## src/rtl/i2c_rbk_if.sv

```systemverilog
// Signal bundle between the readback arbiter, its two requesters and the readback BRAM read port.
// The master modport is the requester/BRAM side; the slave modport is the arbiter.
interface i2c_rbk_if #(
   parameter int AW = 4,
   parameter int DW = 16
);
   logic          A_REQ;
   logic          A_CLR_ADDR;
   logic          A_INCR;
   logic          A_GNT;
   logic          H_REQ;
   logic          H_RD;
   logic [AW-1:0] H_ADDR;
   logic          H_GNT;
   logic          H_ACK;
   logic [DW-1:0] H_DATA;
   logic [AW-1:0] MEM_ADDR;
   logic          MEM_RE;
   logic [DW-1:0] MEM_DOUT;

   modport master (
      output A_REQ, A_CLR_ADDR, A_INCR, H_REQ, H_RD, H_ADDR, MEM_DOUT,
      input  A_GNT, H_GNT, H_ACK, H_DATA, MEM_ADDR, MEM_RE
   );

   modport slave (
      input  A_REQ, A_CLR_ADDR, A_INCR, H_REQ, H_RD, H_ADDR, MEM_DOUT,
      output A_GNT, H_GNT, H_ACK, H_DATA, MEM_ADDR, MEM_RE
   );
endinterface

```

## src/rtl/i2c_rbk_arbiter.sv

```systemverilog
// Round-robin owner of the DCFEB I2C readback BRAM read port shared by the auto-test sequencer
// and the host/JTAG single-read path; the host is preempted after HOLD_MAX cycles of contention.
module i2c_rbk_arbiter #(
   parameter int AW       = 4,
   parameter int DW       = 16,
   parameter int RD_LAT   = 2,
   parameter int HOLD_MAX = 64
) (
   input logic      CLK,
   input logic      RST,
   i2c_rbk_if.slave bus
);
   localparam int            HW       = $clog2(HOLD_MAX + 1);
   localparam logic [HW-1:0] HOLD_LIM = HW'(HOLD_MAX);
   localparam logic [2:0]    WAIT_LIM = 3'(RD_LAT);

   typedef enum logic [1:0] {
      IDLE   = 2'd0,
      GNT_A  = 2'd1,
      GNT_H  = 2'd2,
      H_WAIT = 2'd3
   } state_t;

   state_t        state_q, state_d;
   logic          last_h_q, last_h_d;
   logic [AW-1:0] a_addr_q, a_addr_d;
   logic [HW-1:0] hold_cnt_q, hold_cnt_d;
   logic [2:0]    wait_cnt_q, wait_cnt_d;
   logic          a_gnt_q, a_gnt_d;
   logic          h_gnt_q, h_gnt_d;
   logic          h_ack_q, h_ack_d;
   logic [DW-1:0] h_data_q, h_data_d;
   logic [AW-1:0] mem_addr_q, mem_addr_d;
   logic          mem_re_q, mem_re_d;

   always_comb begin
      state_d    = state_q;
      last_h_d   = last_h_q;
      wait_cnt_d = wait_cnt_q;
      h_ack_d    = 1'b0;
      h_data_d   = h_data_q;
      mem_addr_d = mem_addr_q;
      mem_re_d   = 1'b0;

      case (state_q)
         IDLE: begin
            // On a tie the requester that did not own the buffer last goes first.
            if (bus.A_REQ && (!bus.H_REQ || last_h_q)) begin
               state_d    = GNT_A;
               mem_addr_d = a_addr_q;
               mem_re_d   = 1'b1;
            end else if (bus.H_REQ) begin
               state_d = GNT_H;
            end else begin
               state_d = IDLE;
            end
         end
         GNT_A: begin
            if (!bus.A_REQ) begin
               state_d  = IDLE;
               last_h_d = 1'b0;
            end else begin
               mem_addr_d = a_addr_q;
               mem_re_d   = 1'b1;
            end
         end
         GNT_H: begin
            if (!bus.H_REQ || (hold_cnt_q == HOLD_LIM)) begin
               state_d  = IDLE;
               last_h_d = 1'b1;
            end else if (bus.H_RD) begin
               state_d    = H_WAIT;
               mem_addr_d = bus.H_ADDR;
               mem_re_d   = 1'b1;
               wait_cnt_d = 3'd0;
            end else begin
               state_d = GNT_H;
            end
         end
         H_WAIT: begin
            if (wait_cnt_q == WAIT_LIM) begin
               state_d  = GNT_H;
               h_data_d = bus.MEM_DOUT;
               h_ack_d  = 1'b1;
            end else begin
               wait_cnt_d = wait_cnt_q + 3'd1;
            end
         end
         default: begin
            state_d = IDLE;
         end
      endcase

      // Contention time accumulates across host reads so repeated reads cannot starve auto-test.
      if (state_d == IDLE) begin
         hold_cnt_d = {HW{1'b0}};
      end else if (((state_q == GNT_H) || (state_q == H_WAIT)) && bus.A_REQ && (hold_cnt_q != HOLD_LIM)) begin
         hold_cnt_d = hold_cnt_q + HW'(1);
      end else begin
         hold_cnt_d = hold_cnt_q;
      end

      if (bus.A_CLR_ADDR) begin
         a_addr_d = {AW{1'b0}};
      end else if (bus.A_INCR) begin
         a_addr_d = a_addr_q + AW'(1);
      end else begin
         a_addr_d = a_addr_q;
      end

      a_gnt_d = (state_d == GNT_A);
      h_gnt_d = (state_d == GNT_H) || (state_d == H_WAIT);
   end

   always_ff @(posedge CLK or posedge RST) begin
      if (RST) begin
         state_q    <= IDLE;
         last_h_q   <= 1'b1;
         a_addr_q   <= {AW{1'b0}};
         hold_cnt_q <= {HW{1'b0}};
         wait_cnt_q <= 3'd0;
         a_gnt_q    <= 1'b0;
         h_gnt_q    <= 1'b0;
         h_ack_q    <= 1'b0;
         h_data_q   <= {DW{1'b0}};
         mem_addr_q <= {AW{1'b0}};
         mem_re_q   <= 1'b0;
      end else begin
         state_q    <= state_d;
         last_h_q   <= last_h_d;
         a_addr_q   <= a_addr_d;
         hold_cnt_q <= hold_cnt_d;
         wait_cnt_q <= wait_cnt_d;
         a_gnt_q    <= a_gnt_d;
         h_gnt_q    <= h_gnt_d;
         h_ack_q    <= h_ack_d;
         h_data_q   <= h_data_d;
         mem_addr_q <= mem_addr_d;
         mem_re_q   <= mem_re_d;
      end
   end

   assign bus.A_GNT    = a_gnt_q;
   assign bus.H_GNT    = h_gnt_q;
   assign bus.H_ACK    = h_ack_q;
   assign bus.H_DATA   = h_data_q;
   assign bus.MEM_ADDR = mem_addr_q;
   assign bus.MEM_RE   = mem_re_q;
endmodule

```

## src/flat_wrapper.sv

```systemverilog
// flat-port wrapper written by rule: the top's interface ports become plain ports
module i2c_rbk_arbiter_flat 
#(
   parameter int AW       = 4,
   parameter int DW       = 16,
   parameter int RD_LAT   = 2,
   parameter int HOLD_MAX = 64
)
  (CLK, RST, bus_A_REQ, bus_A_CLR_ADDR, bus_A_INCR, bus_H_REQ, bus_H_RD, bus_H_ADDR, bus_MEM_DOUT, bus_A_GNT, bus_H_GNT, bus_H_ACK, bus_H_DATA, bus_MEM_ADDR, bus_MEM_RE);
  i2c_rbk_if #(.AW(AW), .DW(DW)) bus_i ();
  input logic CLK;
  input logic RST;
  input wire logic [$bits(bus_i.A_REQ)-1:0] bus_A_REQ;
  input wire logic [$bits(bus_i.A_CLR_ADDR)-1:0] bus_A_CLR_ADDR;
  input wire logic [$bits(bus_i.A_INCR)-1:0] bus_A_INCR;
  input wire logic [$bits(bus_i.H_REQ)-1:0] bus_H_REQ;
  input wire logic [$bits(bus_i.H_RD)-1:0] bus_H_RD;
  input wire logic [$bits(bus_i.H_ADDR)-1:0] bus_H_ADDR;
  input wire logic [$bits(bus_i.MEM_DOUT)-1:0] bus_MEM_DOUT;
  output wire logic [$bits(bus_i.A_GNT)-1:0] bus_A_GNT;
  output wire logic [$bits(bus_i.H_GNT)-1:0] bus_H_GNT;
  output wire logic [$bits(bus_i.H_ACK)-1:0] bus_H_ACK;
  output wire logic [$bits(bus_i.H_DATA)-1:0] bus_H_DATA;
  output wire logic [$bits(bus_i.MEM_ADDR)-1:0] bus_MEM_ADDR;
  output wire logic [$bits(bus_i.MEM_RE)-1:0] bus_MEM_RE;
  assign bus_i.A_REQ = bus_A_REQ;
  assign bus_i.A_CLR_ADDR = bus_A_CLR_ADDR;
  assign bus_i.A_INCR = bus_A_INCR;
  assign bus_i.H_REQ = bus_H_REQ;
  assign bus_i.H_RD = bus_H_RD;
  assign bus_i.H_ADDR = bus_H_ADDR;
  assign bus_i.MEM_DOUT = bus_MEM_DOUT;
  assign bus_A_GNT = bus_i.A_GNT;
  assign bus_H_GNT = bus_i.H_GNT;
  assign bus_H_ACK = bus_i.H_ACK;
  assign bus_H_DATA = bus_i.H_DATA;
  assign bus_MEM_ADDR = bus_i.MEM_ADDR;
  assign bus_MEM_RE = bus_i.MEM_RE;
  i2c_rbk_arbiter #(.AW(AW), .DW(DW), .RD_LAT(RD_LAT), .HOLD_MAX(HOLD_MAX)) u_core (.CLK(CLK), .RST(RST), .bus(bus_i));
endmodule
```

## config.mk

```make
export PLATFORM = sky130hd
export DESIGN_NAME = i2c_rbk_arbiter_flat
export DESIGN_NICKNAME = d
export VERILOG_FILES = /design/src/rtl/i2c_rbk_if.sv /design/src/rtl/i2c_rbk_arbiter.sv /design/src/flat_wrapper.sv
export SDC_FILE = /design/constraint.sdc
export NUM_CORES = 1
export LEC_CHECK = 0
export CORE_MARGIN = 4
export CORE_UTILIZATION = 48
export DETAILED_ROUTE_END_ITERATION = 12
export PLACE_DENSITY = 0.84
export SLEW_MARGIN = 20
export SYNTH_ARGS = -nofsm -noshare
export SYNTH_HDL_FRONTEND = slang
export SYNTH_SLANG_ARGS = --single-unit
export TNS_END_PERCENT = 100
```

## constraint.sdc

```tcl
create_clock -name CLK -period 2.07 [get_ports CLK]
set_input_delay 0.414 -clock CLK [delete_from_list [all_inputs] [get_ports CLK]]
set_output_delay 0.414 -clock CLK [all_outputs]
set_load 0.02 [all_outputs]
```

[After elaboration in Yosys (flattened, before gate mapping)]
Cells that the tools add are included.
Cells by class
  muxes and demuxes: 30
  magnitude comparators: 0
  multipliers: 0
  eq/ne operators: 16
  add/subtract/negate cells: 3
  reductions and logical operators: 19
  bitwise operators: 0
  div/mod/pow operators: 0
  shift operators: 0
Operator list (count)
  $mux 4: 6
  $mux 7: 2
  $pmux 4 s3: 1
  $mux 2: 5
  $ne 2x2->1 const B: 5
  $mux 1: 9
  $mux 3: 3
  $eq 2x2->1 const B: 4
  $pmux 2 s4: 1
  $reduce_bool 2->1: 4
  $add 7x1->7 const B: 1
  $eq 7x7->1 const B: 1
  $ne 7x7->1 const B: 1
  $pmux 3 s2: 1
  $reduce_and 5->1: 1
  $add 4x1->4 const B: 1
  $eq 2x1->1 const B: 2
  $logic_not 2->1: 2
  $logic_or 1x1->1: 4
  $ne 2x1->1 const B: 2
  $reduce_and 4->1: 1
  $add 3x1->3 const B: 1
  $eq 3x2->1 const B: 1
  $logic_and 1x1->1: 3
  6 further kinds: 6
Storage, ports and cells
  register bits after elaboration: 41
  latch bits: 0
  memories kept: 0
  logic and storage cells: 79
  memory bits (writable): 0
  bits in read-only memories: 0
  bits of input ports: 27

[Depth between registers and ports, before layout]
Gate-level depths: netlist of the first run.
  depth after elaboration: 7
  gate-level depth with buffers: 6

[Least setup slack after synthesis of the first run]
No wires, ideal clock.
  kind: reg2reg
  from: register u_core.hold_cnt_q[2]
  to: register u_core.mem_addr_q[0] (netlist: u_core.bus.MEM_ADDR[0])
  cell stages (with the launch flop): 5
  arrival: 1.519 ns
  library setup time: 0.125 ns
  setup slack: 0.427 ns
  required time: 1.945 ns
  clock period less this slack: 1.643 ns
  cells stage by stage: dfrtp_1 nor4_4 a31oi_2 nor2_2 mux2_2
Between the ends
  cells in the longest elaborated chain, start to end: 4
Ends and longest elaborated chain
  start: declaration: RTL line i2c_rbk_arbiter.sv:27  | logic [HW-1:0] hold_cnt_q, hold_cnt_d;
  start signal: assignment: RTL line i2c_rbk_arbiter.sv:120  | hold_cnt_q <= {HW{1'b0}};
  start signal: assignment: RTL line i2c_rbk_arbiter.sv:132  | hold_cnt_q <= hold_cnt_d;
  $eq 7x7->1: RTL line i2c_rbk_arbiter.sv:68  | if (!bus.H_REQ || (hold_cnt_q == HOLD_LIM)) begin
  $logic_or 1x1->1: RTL line i2c_rbk_arbiter.sv:68
  $ne 2x2->1 (no source line)
  $reduce_and 5->1 (no source line)
  end signal: assignment: RTL line i2c_rbk_arbiter.sv:126  | mem_addr_q <= {AW{1'b0}};
  end signal: assignment: RTL line i2c_rbk_arbiter.sv:138  | mem_addr_q <= mem_addr_d;
  end: declaration: RTL line i2c_rbk_arbiter.sv:33  | logic [AW-1:0] mem_addr_q, mem_addr_d;
Every way passes these cells.
A chain may end at the register's enable or synchronous reset.

[Worst setup path after layout of the first run]
  from: register u_core.hold_cnt_q[2]
  to: register u_core.mem_addr_q[3] (netlist: u_core.bus.MEM_ADDR[3])
Same word-level chain as after synthesis.

==> impl_metrics.py, run 1 <==
metrics = {
    "run_status": {
        "status": "complete, no violations",
    },
    "clocking": {
        "cts_setup_buffers": 0,
        "cts_tree": "done",
        "clockBufferDepth": 2,
        "cts.sinks": 41,
        "cts.hold.buffers_added": 0,
        "insertion_delay_ps": 290,
        "ctsRootBufferMaster": "clkbuf_8",
        "ctsResizeCount": 0,
        "clkTransAtPathRegs_ps": 70,
        "htree_num_levels": 2,
        "numCtsBuffers": 5,
    },
    "critical_path": {
        "r2r_setup_slack_ps": 230,
        "critPathBufInv": 0,
        "cpPeakStageDelay_ps": 450,
        "startpoint": "u_core.hold_cnt_q[2]",
        "worst_ep_arrival_time_ps": 2010,
        "cp-endpoint": "u_core.bus.MEM_ADDR[3]",
        "cp_cell_sequence": "nor4_4, a31oi_2, nor2_2, mux2_2",
        "path_class": "reg2reg",
        "crit_fanout": 5,
        "r2r_start": "u_core.hold_cnt_q[2]",
        "start_kind": "flop",
        "slowest_stage": "dfrtp_1",
        "cp.required_ps": 2240,
        "cp_num_cells": 4,
        "cp_top_family": "simple AND/OR/NAND/NOR gates",
        "ff2ff_path_depth": 4,
        "regToRegEndpoint": "u_core.bus.MEM_ADDR[3]",
        "cp-end-kind": "flop",
    },
    "die": {
        "core_area_mm2": 0.00372,
        "die_area_mm2": 0.00499,
        "pin_count": 51,
        "start_util": 0.507,
        "rows": 22,
        "dieHeight_um": 70.7,
        "fp.dieW_um": 70.7,
    },
    "yosys": {
        "ys_seq_elements": 41,
        "synth_cell_types": 36,
        "synthesis.nets": 179,
        "synthFlopType": "dfrtp_1",
        "syn-cell-area_mm2": 0.00188,
        "seq_area_frac_synth": 0.545,
        "synth_top_area_share": 0.531,
        "yosysWarnings": 0,
        "synth_edf_count": 0,
        "synth_top_cell_by_area": "dfrtp_1",
        "synth_area_leaders": "dfrtp_1 (53%), mux2_2 (16%), ha_1 (3.3%), inv_1 (2.4%), xor2_1 (2.3%)",
        "synthCells": 147,
        "synthArstFlopShare": 1.00,
        "syn_avg_cell_area_um2": 12.8,
    },
    "global_routing": {
        "overflow": 0,
        "grt_start_max_net_pins": 42,
        "grt_pass1_wl_um": 6850,
        "antenna_found_initial": 0,
        "first_global_vias": 1406,
        "grt_use_total": 0.170,
    },
    "placement": {
        "dp.final_hpwl_um": 2980,
        "io_buffers": 50,
        "gp_congestion": 0.842,
    },
    "finish": {
        "syn_to_final_growth_pct": 34.7,
        "fillers": 262,
        "multi_input_area_um2": 802,
        "drive_gt1_frac": 0.224,
        "seq_area_mm2": 0.00103,
        "diodes": 0,
        "utilization": 0.683,
        "nets": 238,
    },
    "sta": {
        "min_period_ps": 1840,
        "setup-violations-final": 0,
        "post-route-period-util": 0.887,
        "grt_setup_unrepaired": "false",
        "drv_slew": 0,
        "worst_slew_pin_slew_ps": 499,
        "clock_skew_ps": 4.23,
        "slew_headroom": 0.667,
        "timing.fmax_mhz": 544,
        "hold_viol_final": 0,
        "fin_setup_tns_ps": 0,
    },
    "routing": {
        "wl_per_cell_um": 15.2,
        "wirelength_um": 3840,
        "vias": 1313,
        "ant_nets": 0,
        "drc": 0,
        "first_pass_iters": 4,
        "dr.first_iter.drc_count": 23,
        "via_per_inst": 5.19,
    },
    "power_and_ir_drop": {
        "powerDensity_mw_per_mm2": 1300,
        "p_leak_uw": 0.00114,
        "peakVddDrop_mv": 0.617,
    },
    "flow_run": {
        "cap_violations": 0,
    },
    "hold_path": {
        "hold_class": "reg2reg",
    },
}
layer usage:
metal	part of all wire	track usage
met5	0	0
met4	0.012	0.0397
met3	0.076	0.0568
met2	0.50	0.294
met1	0.41	0.206
layout by cell type (no fill, tap or decap), types with 2 or more instances in the layout:
master	instances
dfrtp_1	40
xnor2_1	4
nand2_1	4
nand4_1	2
buf_4	4
clkdlybuf4s50_1	50
ha_1	5
nor2b_1	3
nand3_1	3
clkbuf_8	5
a21oi_1	7
mux2i_1	2
o21ai_0	2
inv_1	12
nor2_1	9
mux2_2	26
xor2_1	5
flip-flops by register name, summed over array words and instances (netlist names):
register	count
u_core.a_addr_q	4
u_core.bus.A_GNT	1
u_core.bus.H_ACK	1
u_core.bus.H_DATA	16
u_core.bus.H_GNT	1
u_core.bus.MEM_ADDR	4
u_core.bus.MEM_RE	1
u_core.hold_cnt_q	7
u_core.last_h_q	1
u_core.state_q	2
u_core.wait_cnt_q	3
worst register-to-register path: stages (launching register included):
cell	delay [ps]
dfrtp_1	450
nor4_4	400
a31oi_2	230
nor2_2	280
mux2_2	370
synthesized netlist by cell type, types with 2 or more instances:
master,number
dfrtp_1,40
mux2_2,26
inv_1,12
nor2_1,9
a21oi_1,7
ha_1,5
xor2_1,5
nand2_1,4
xnor2_1,4
nand3_1,3
nor2b_1,3
buf_2,2
mux2i_1,2
nand4_1,2
o21ai_0,2
kinds of logic (layout without fill, tap and decap cells):
| family | count (synthesis) | count (layout) | share of synthesized area |
|---|---|---|---|
| xor+xnor | 9 | 9 | 0.0418 |
| compound gates | 19 | 19 | 0.0877 |
| buf+inv | 14 | 72 | 0.0292 |
| flops | 41 | 41 | 0.545 |
| fa+ha+maj | 5 | 5 | 0.0332 |
| simple gates | 31 | 31 | 0.0970 |
| mux | 28 | 28 | 0.166 |
power breakdown:
part	switching (µW)	total (µW)	leakage, µW	internal (µW)
Sequential	203	1300	0.000515	1090
Clock	246	468	0.0000399	222
Combinational	741	1540	0.000583	794
Total	1190	3300	0.00114	2110
cell type report:
| cell class | instances | share of cell area |
|---|---|---|
| sequential | 41 | 0.405 |
| multi-input combinational | 92 | 0.316 |
| timing repair buffer | 54 | 0.209 |
| clock buffer | 5 | 0.0271 |
| tap | 48 | 0.0237 |
| inverter | 12 | 0.0177 |
| clock inverter | 1 | 0.00197 |
worst min path at each step:
stage | start | endpoint | slack, ps | cells past startpoint
2_1_floorplan | u_core.last_h_q | u_core.last_h_q | 480 | 2
3_3_place_gp | u_core.bus.H_DATA[9] | u_core.bus.H_DATA[9] | 490 | 1
3_5_place_dp | u_core.bus.H_DATA[1] | u_core.bus.H_DATA[1] | 490 | 1
4_1_cts | u_core.bus.H_DATA[1] | u_core.bus.H_DATA[1] | 510 | 1
5_1_grt | u_core.bus.H_DATA[11] | u_core.bus.H_DATA[11] | 520 | 1
6_report | u_core.bus.H_DATA[1] | u_core.bus.H_DATA[1] | 500 | 1
per-stage QoR:
stage / setup WS (ps) / total power [µW] / instance area (µm²) / hold slack (ps) / std cells
floorplan: 427 / 2170 / 1880 / 478 / 147
global placement: 123 / 2780 / 2460 / 487 / 247
detailed placement: 72.0 / 2860 / 2460 / 491 / 247
CTS: 232 / 3320 / 2540 / 507 / 253
global route: 114 / 3500 / 2540 / 517 / 253
finish: 233 / 3300 / 2540 / 504 / 253
No activity file was read; power rests on OpenSTA's default activity.
==> run 2, diff against run 1 <==
Settings changed: CORE_ASPECT_RATIO set to 1.5.
==> impl_metrics.py, run 2 (synthesized netlist as in run 1, its figures left out) <==
metrics = {
    "run_status": {
        "status": "complete, no violations",
    },
    "routing": {
        "wirelength_um": 4030,
        "first_pass_iters": 4,
        "dr.first_iter.drc_count": 16,
        "vias": 1325,
        "via_per_inst": 5.32,
        "wl_per_cell_um": 16.2,
        "drc": 0,
        "ant_nets": 0,
    },
    "clocking": {
        "htree_num_levels": 2,
        "cts_setup_buffers": 0,
        "ctsResizeCount": 0,
        "clkTransAtPathRegs_ps": 80,
        "numCtsBuffers": 5,
        "cts.hold.buffers_added": 0,
        "insertion_delay_ps": 280,
        "ctsRootBufferMaster": "clkbuf_8",
        "cts_tree": "done",
        "clockBufferDepth": 2,
        "cts.sinks": 41,
    },
    "global_routing": {
        "grt_pass1_wl_um": 6670,
        "grt_use_total": 0.174,
        "grt_start_max_net_pins": 42,
        "first_global_vias": 1449,
        "antenna_found_initial": 0,
        "overflow": 0,
    },
    "die": {
        "fp.dieW_um": 59.2,
        "rows": 27,
        "start_util": 0.507,
        "core_area_mm2": 0.00372,
        "die_area_mm2": 0.00501,
        "pin_count": 51,
        "dieHeight_um": 84.7,
    },
    "sta": {
        "clock_skew_ps": 5.33,
        "hold_viol_final": 0,
        "drv_slew": 0,
        "setup_ws_ps": 217,
        "slew_headroom": 0.665,
        "worst_slew_pin_slew_ps": 503,
        "grt_setup_unrepaired": "false",
        "timing.fmax_mhz": 540,
        "setup-violations-final": 0,
        "post-route-period-util": 0.895,
        "min_period_ps": 1850,
    },
    "finish": {
        "syn_to_final_growth_pct": 35.5,
        "diodes": 0,
        "drive_gt1_frac": 0.228,
        "final_common_cell": "clkdlybuf4s50_1",
        "largest_reg_flops": 16,
        "nets": 237,
        "final_cell_mix": "clkdlybuf4s50_1 (50), dfrtp_1 (40), mux2_2 (26)",
        "utilization": 0.687,
    },
    "placement": {
        "io_buffers": 50,
        "dp_slack_ps": -16.8,
        "gp_congestion": 0.794,
        "dp.final_hpwl_um": 3100,
    },
    "power_and_ir_drop": {
        "peakVddDrop_mv": 0.995,
        "p_leak_uw": 0.00115,
        "powerDensity_mw_per_mm2": 1320,
    },
    "hold_path": {
        "min_from": "u_core.bus.H_DATA[6]",
        "hold_class": "reg2reg",
    },
    "critical_path": {
        "crit_fanout": 8,
        "cp-end-kind": "flop",
        "start_kind": "flop",
        "path_class": "reg2reg",
        "startpoint": "u_core.hold_cnt_q[2]",
        "r2r_start": "u_core.hold_cnt_q[2]",
        "cp.required_ps": 2220,
        "worst_ep_arrival_time_ps": 2000,
    },
    "flow_run": {
        "cap_violations": 0,
    },
}
run 2: cell count changes in the layout (fill, tap and decap cells not counted):
cell / change
clkbuf_8: +2
buf_4: -1
run 2: worst paths after layout:
check                                  endpoint  slack, ps  cells after the start
setup / recovery           u_core.hold_cnt_q[4]        220                      4
hold / removal             u_core.bus.H_DATA[6]        510                      1
setup reg to reg           u_core.hold_cnt_q[4]        220                      4
hold reg to reg            u_core.bus.H_DATA[6]        510                      1
max in group asynchronous       u_core.last_h_q       1150                      3
min in group asynchronous    u_core.a_addr_q[2]        550                      3
run 2: report_power, final:
group | total, µW | internal (µW) | switching [µW]
Clock | 560 | 301 | 259
Sequential | 1300 | 1090 | 210
Combinational | 1510 | 779 | 732
Total | 3380 | 2170 | 1200
run 2: metal layers:
| layer | vias to the layer above | part of all wire | GRT usage | routed length (µm) |
|---|---|---|---|---|
| li1 | 625 | - | - | - |
| met1 | 653 | 0.36 | 0.191 | 1470 |
| met2 | 43 | 0.56 | 0.320 | 2260 |
| met3 | 4 | 0.066 | 0.0446 | 267 |
| met4 | 0 | 0.0072 | 0.0495 | 29 |
| met5 | - | 0 | 0 | 0 |
run 2: per-stage QoR:
| stage | cells | setup TNS (ps) | total power (µW) | hold slack, ps | cell area [µm²] |
|---|---|---|---|---|---|
| after CTS | 249 | 0 | 3420 | 512 | 2550 |
| after detailed placement | 241 | -34.6 | 2850 | 492 | 2450 |
| after global routing | 249 | 0 | 3570 | 525 | 2550 |
| final | 249 | 0 | 3380 | 510 | 2550 |
| after floorplan | 147 | 0 | 2170 | 478 | 1880 |
| after global placement | 241 | 0 | 2760 | 487 | 2450 |
run 2: layout make-up:
cell class	count	area, µm²
clock buffer	7	96.3
clock inverter	1	5.00
fill	283	1160
inverter	12	45.0
multi-input combinational	92	802
sequential	41	1030
tap	43	53.8
timing repair buffer	53	523
run 2: critical path: stages (launching register included):
cell	delay, ps
dfrtp_1	460
nor4_4	390
a31oi_2	240
o31ai_4	490
a21oi_1	140
==> run 3, diff against run 2 <==
Settings changed: CORE_UTILIZATION 48 to 50, CTS_CLUSTER_SIZE set to 20, DONT_BUFFER_PORTS set to 1, PLACE_DENSITY 0.84 to 0.69.
==> impl_metrics.py, run 3 (synthesized netlist as in run 1, its figures left out) <==
metrics = {
    "clocking": {
        "cts.sinks": 41,
        "cts_setup_buffers": 0,
        "cts.hold.buffers_added": 0,
        "numCtsBuffers": 5,
        "clkTransAtPathRegs_ps": 70,
        "insertion_delay_ps": 280,
        "clockBufferDepth": 2,
        "ctsRootBufferMaster": "clkbuf_8",
        "cts_tree": "done",
        "htree_num_levels": 2,
        "ctsResizeCount": 0,
    },
    "routing": {
        "wl_per_cell_um": 16.5,
        "drc": 0,
        "first_pass_iters": 4,
        "via_per_inst": 5.64,
        "vias": 1112,
        "dr.first_iter.drc_count": 26,
        "ant_nets": 0,
        "wirelength_um": 3250,
    },
    "sta": {
        "setup_ws_ps": 286,
        "worst_slew_pin_slew_ps": 504,
        "slew_headroom": 0.662,
        "setup-violations-final": 0,
        "min_period_ps": 1780,
        "post-route-period-util": 0.862,
        "clock_skew_ps": 4.42,
        "timing.fmax_mhz": 560,
        "drv_slew": 0,
        "fin_setup_tns_ps": 0,
        "hold_viol_final": 0,
        "grt_setup_unrepaired": "false",
    },
    "hold_path": {
        "hold_class": "in2async",
    },
    "finish": {
        "final_cell_mix": "dfrtp_1 (40), mux2_2 (26), inv_1 (12)",
        "final_common_cell": "dfrtp_1",
        "nets": 186,
        "syn_to_final_growth_pct": 9.30,
        "fillers": 321,
        "instances_no_fill": 197,
        "drive_gt1_frac": 0.292,
        "diodes": 0,
        "largest_reg_flops": 16,
        "utilization": 0.564,
    },
    "critical_path": {
        "path_class": "reg2reg",
        "worst_ep_arrival_time_ps": 1930,
        "regToRegEndpoint": "u_core.hold_cnt_q[1]",
        "cp-end-kind": "flop",
        "cp.required_ps": 2210,
        "r2r_start": "u_core.hold_cnt_q[2]",
        "start_kind": "flop",
        "crit_fanout": 8,
        "r2r_setup_slack_ps": 290,
        "ff2ff_path_depth": 4,
    },
    "placement": {
        "dp.cells": 190,
        "dp.final_hpwl_um": 2580,
        "io_buffers": 0,
        "dp_slack_ps": 298,
        "gp_congestion": 0.851,
    },
    "global_routing": {
        "grt_use_total": 0.143,
        "first_global_vias": 1222,
        "grt_start_max_net_pins": 31,
        "grt_pass1_wl_um": 5380,
        "antenna_found_initial": 0,
        "overflow": 0,
    },
    "die": {
        "pin_count": 51,
        "die_area_mm2": 0.00484,
        "rows": 27,
        "start_util": 0.516,
        "fp.dieW_um": 58.1,
        "core_area_mm2": 0.00365,
        "dieHeight_um": 83.2,
    },
    "run_status": {
        "status": "complete, no violations",
    },
    "power_and_ir_drop": {
        "p_leak_uw": 0.000954,
        "powerDensity_mw_per_mm2": 1420,
        "peakVddDrop_mv": 0.766,
        "total_power_uw": 2930,
    },
    "flow_run": {
        "cap_violations": 0,
    },
}
==> run 3: worst max path at each step <==
| stage | start | endpoint | slack [ps] | cells after the start |
|---|---|---|---|---|
| global route | u_core.hold_cnt_q[2] | u_core.hold_cnt_q[3] | 180 | 4 |
| global placement | u_core.hold_cnt_q[2] | u_core.bus.MEM_ADDR[1] | 330 | 4 |
| finish | u_core.hold_cnt_q[2] | u_core.hold_cnt_q[1] | 290 | 4 |
| CTS | u_core.hold_cnt_q[2] | u_core.hold_cnt_q[2] | 280 | 4 |
| detailed placement | u_core.hold_cnt_q[2] | u_core.bus.MEM_ADDR[1] | 300 | 4 |
| floorplan | u_core.hold_cnt_q[2] | u_core.bus.MEM_ADDR[0] | 430 | 4 |
==> run 3: final cells by class <==
cell class / count / area [µm²] / share of cell area
Clock buffer: 5 / 68.8 / 0.0334
Clock inverter: 2 / 35.0 / 0.0170
Inverter: 12 / 45.0 / 0.0219
Multi-Input combinational cell: 92 / 802 / 0.389
Sequential cell: 41 / 1030 / 0.499
Tap cell: 43 / 53.8 / 0.0261
Timing Repair Buffer: 2 / 27.5 / 0.0134
==> run 3: metal layers <==
metal,wire length [µm],vias to the layer above,track usage
met3,292,8,0.0622
met2,1760,41,0.255
met4,76,0,0.0633
met5,0,-,0
met1,1120,543,0.137
li1,-,520,-
==> run 3: through the flow <==
step                      cell area (µm²)  hold slack [ps]
after floorplan                      1880              478
after global placement               1960              345
after detailed placement             1960              354
after CTS                            2060             38.6
after global routing                 2060             52.6
final                                2060             32.9
==> run 3: power breakdown <==
part / total (µW) / switching, µW / leakage, µW / internal [µW]
Clock: 602 / 251 / 0.0000540 / 350
Combinational: 727 / 350 / 0.000385 / 377
Sequential: 1600 / 510 / 0.000515 / 1090
==> run 3: worst max-delay path, cell delays in order (launching register included) <==
cell	delay, ps
dfrtp_1	440
nor4_4	380
a31oi_2	210
o31ai_4	470
a21oi_1	140
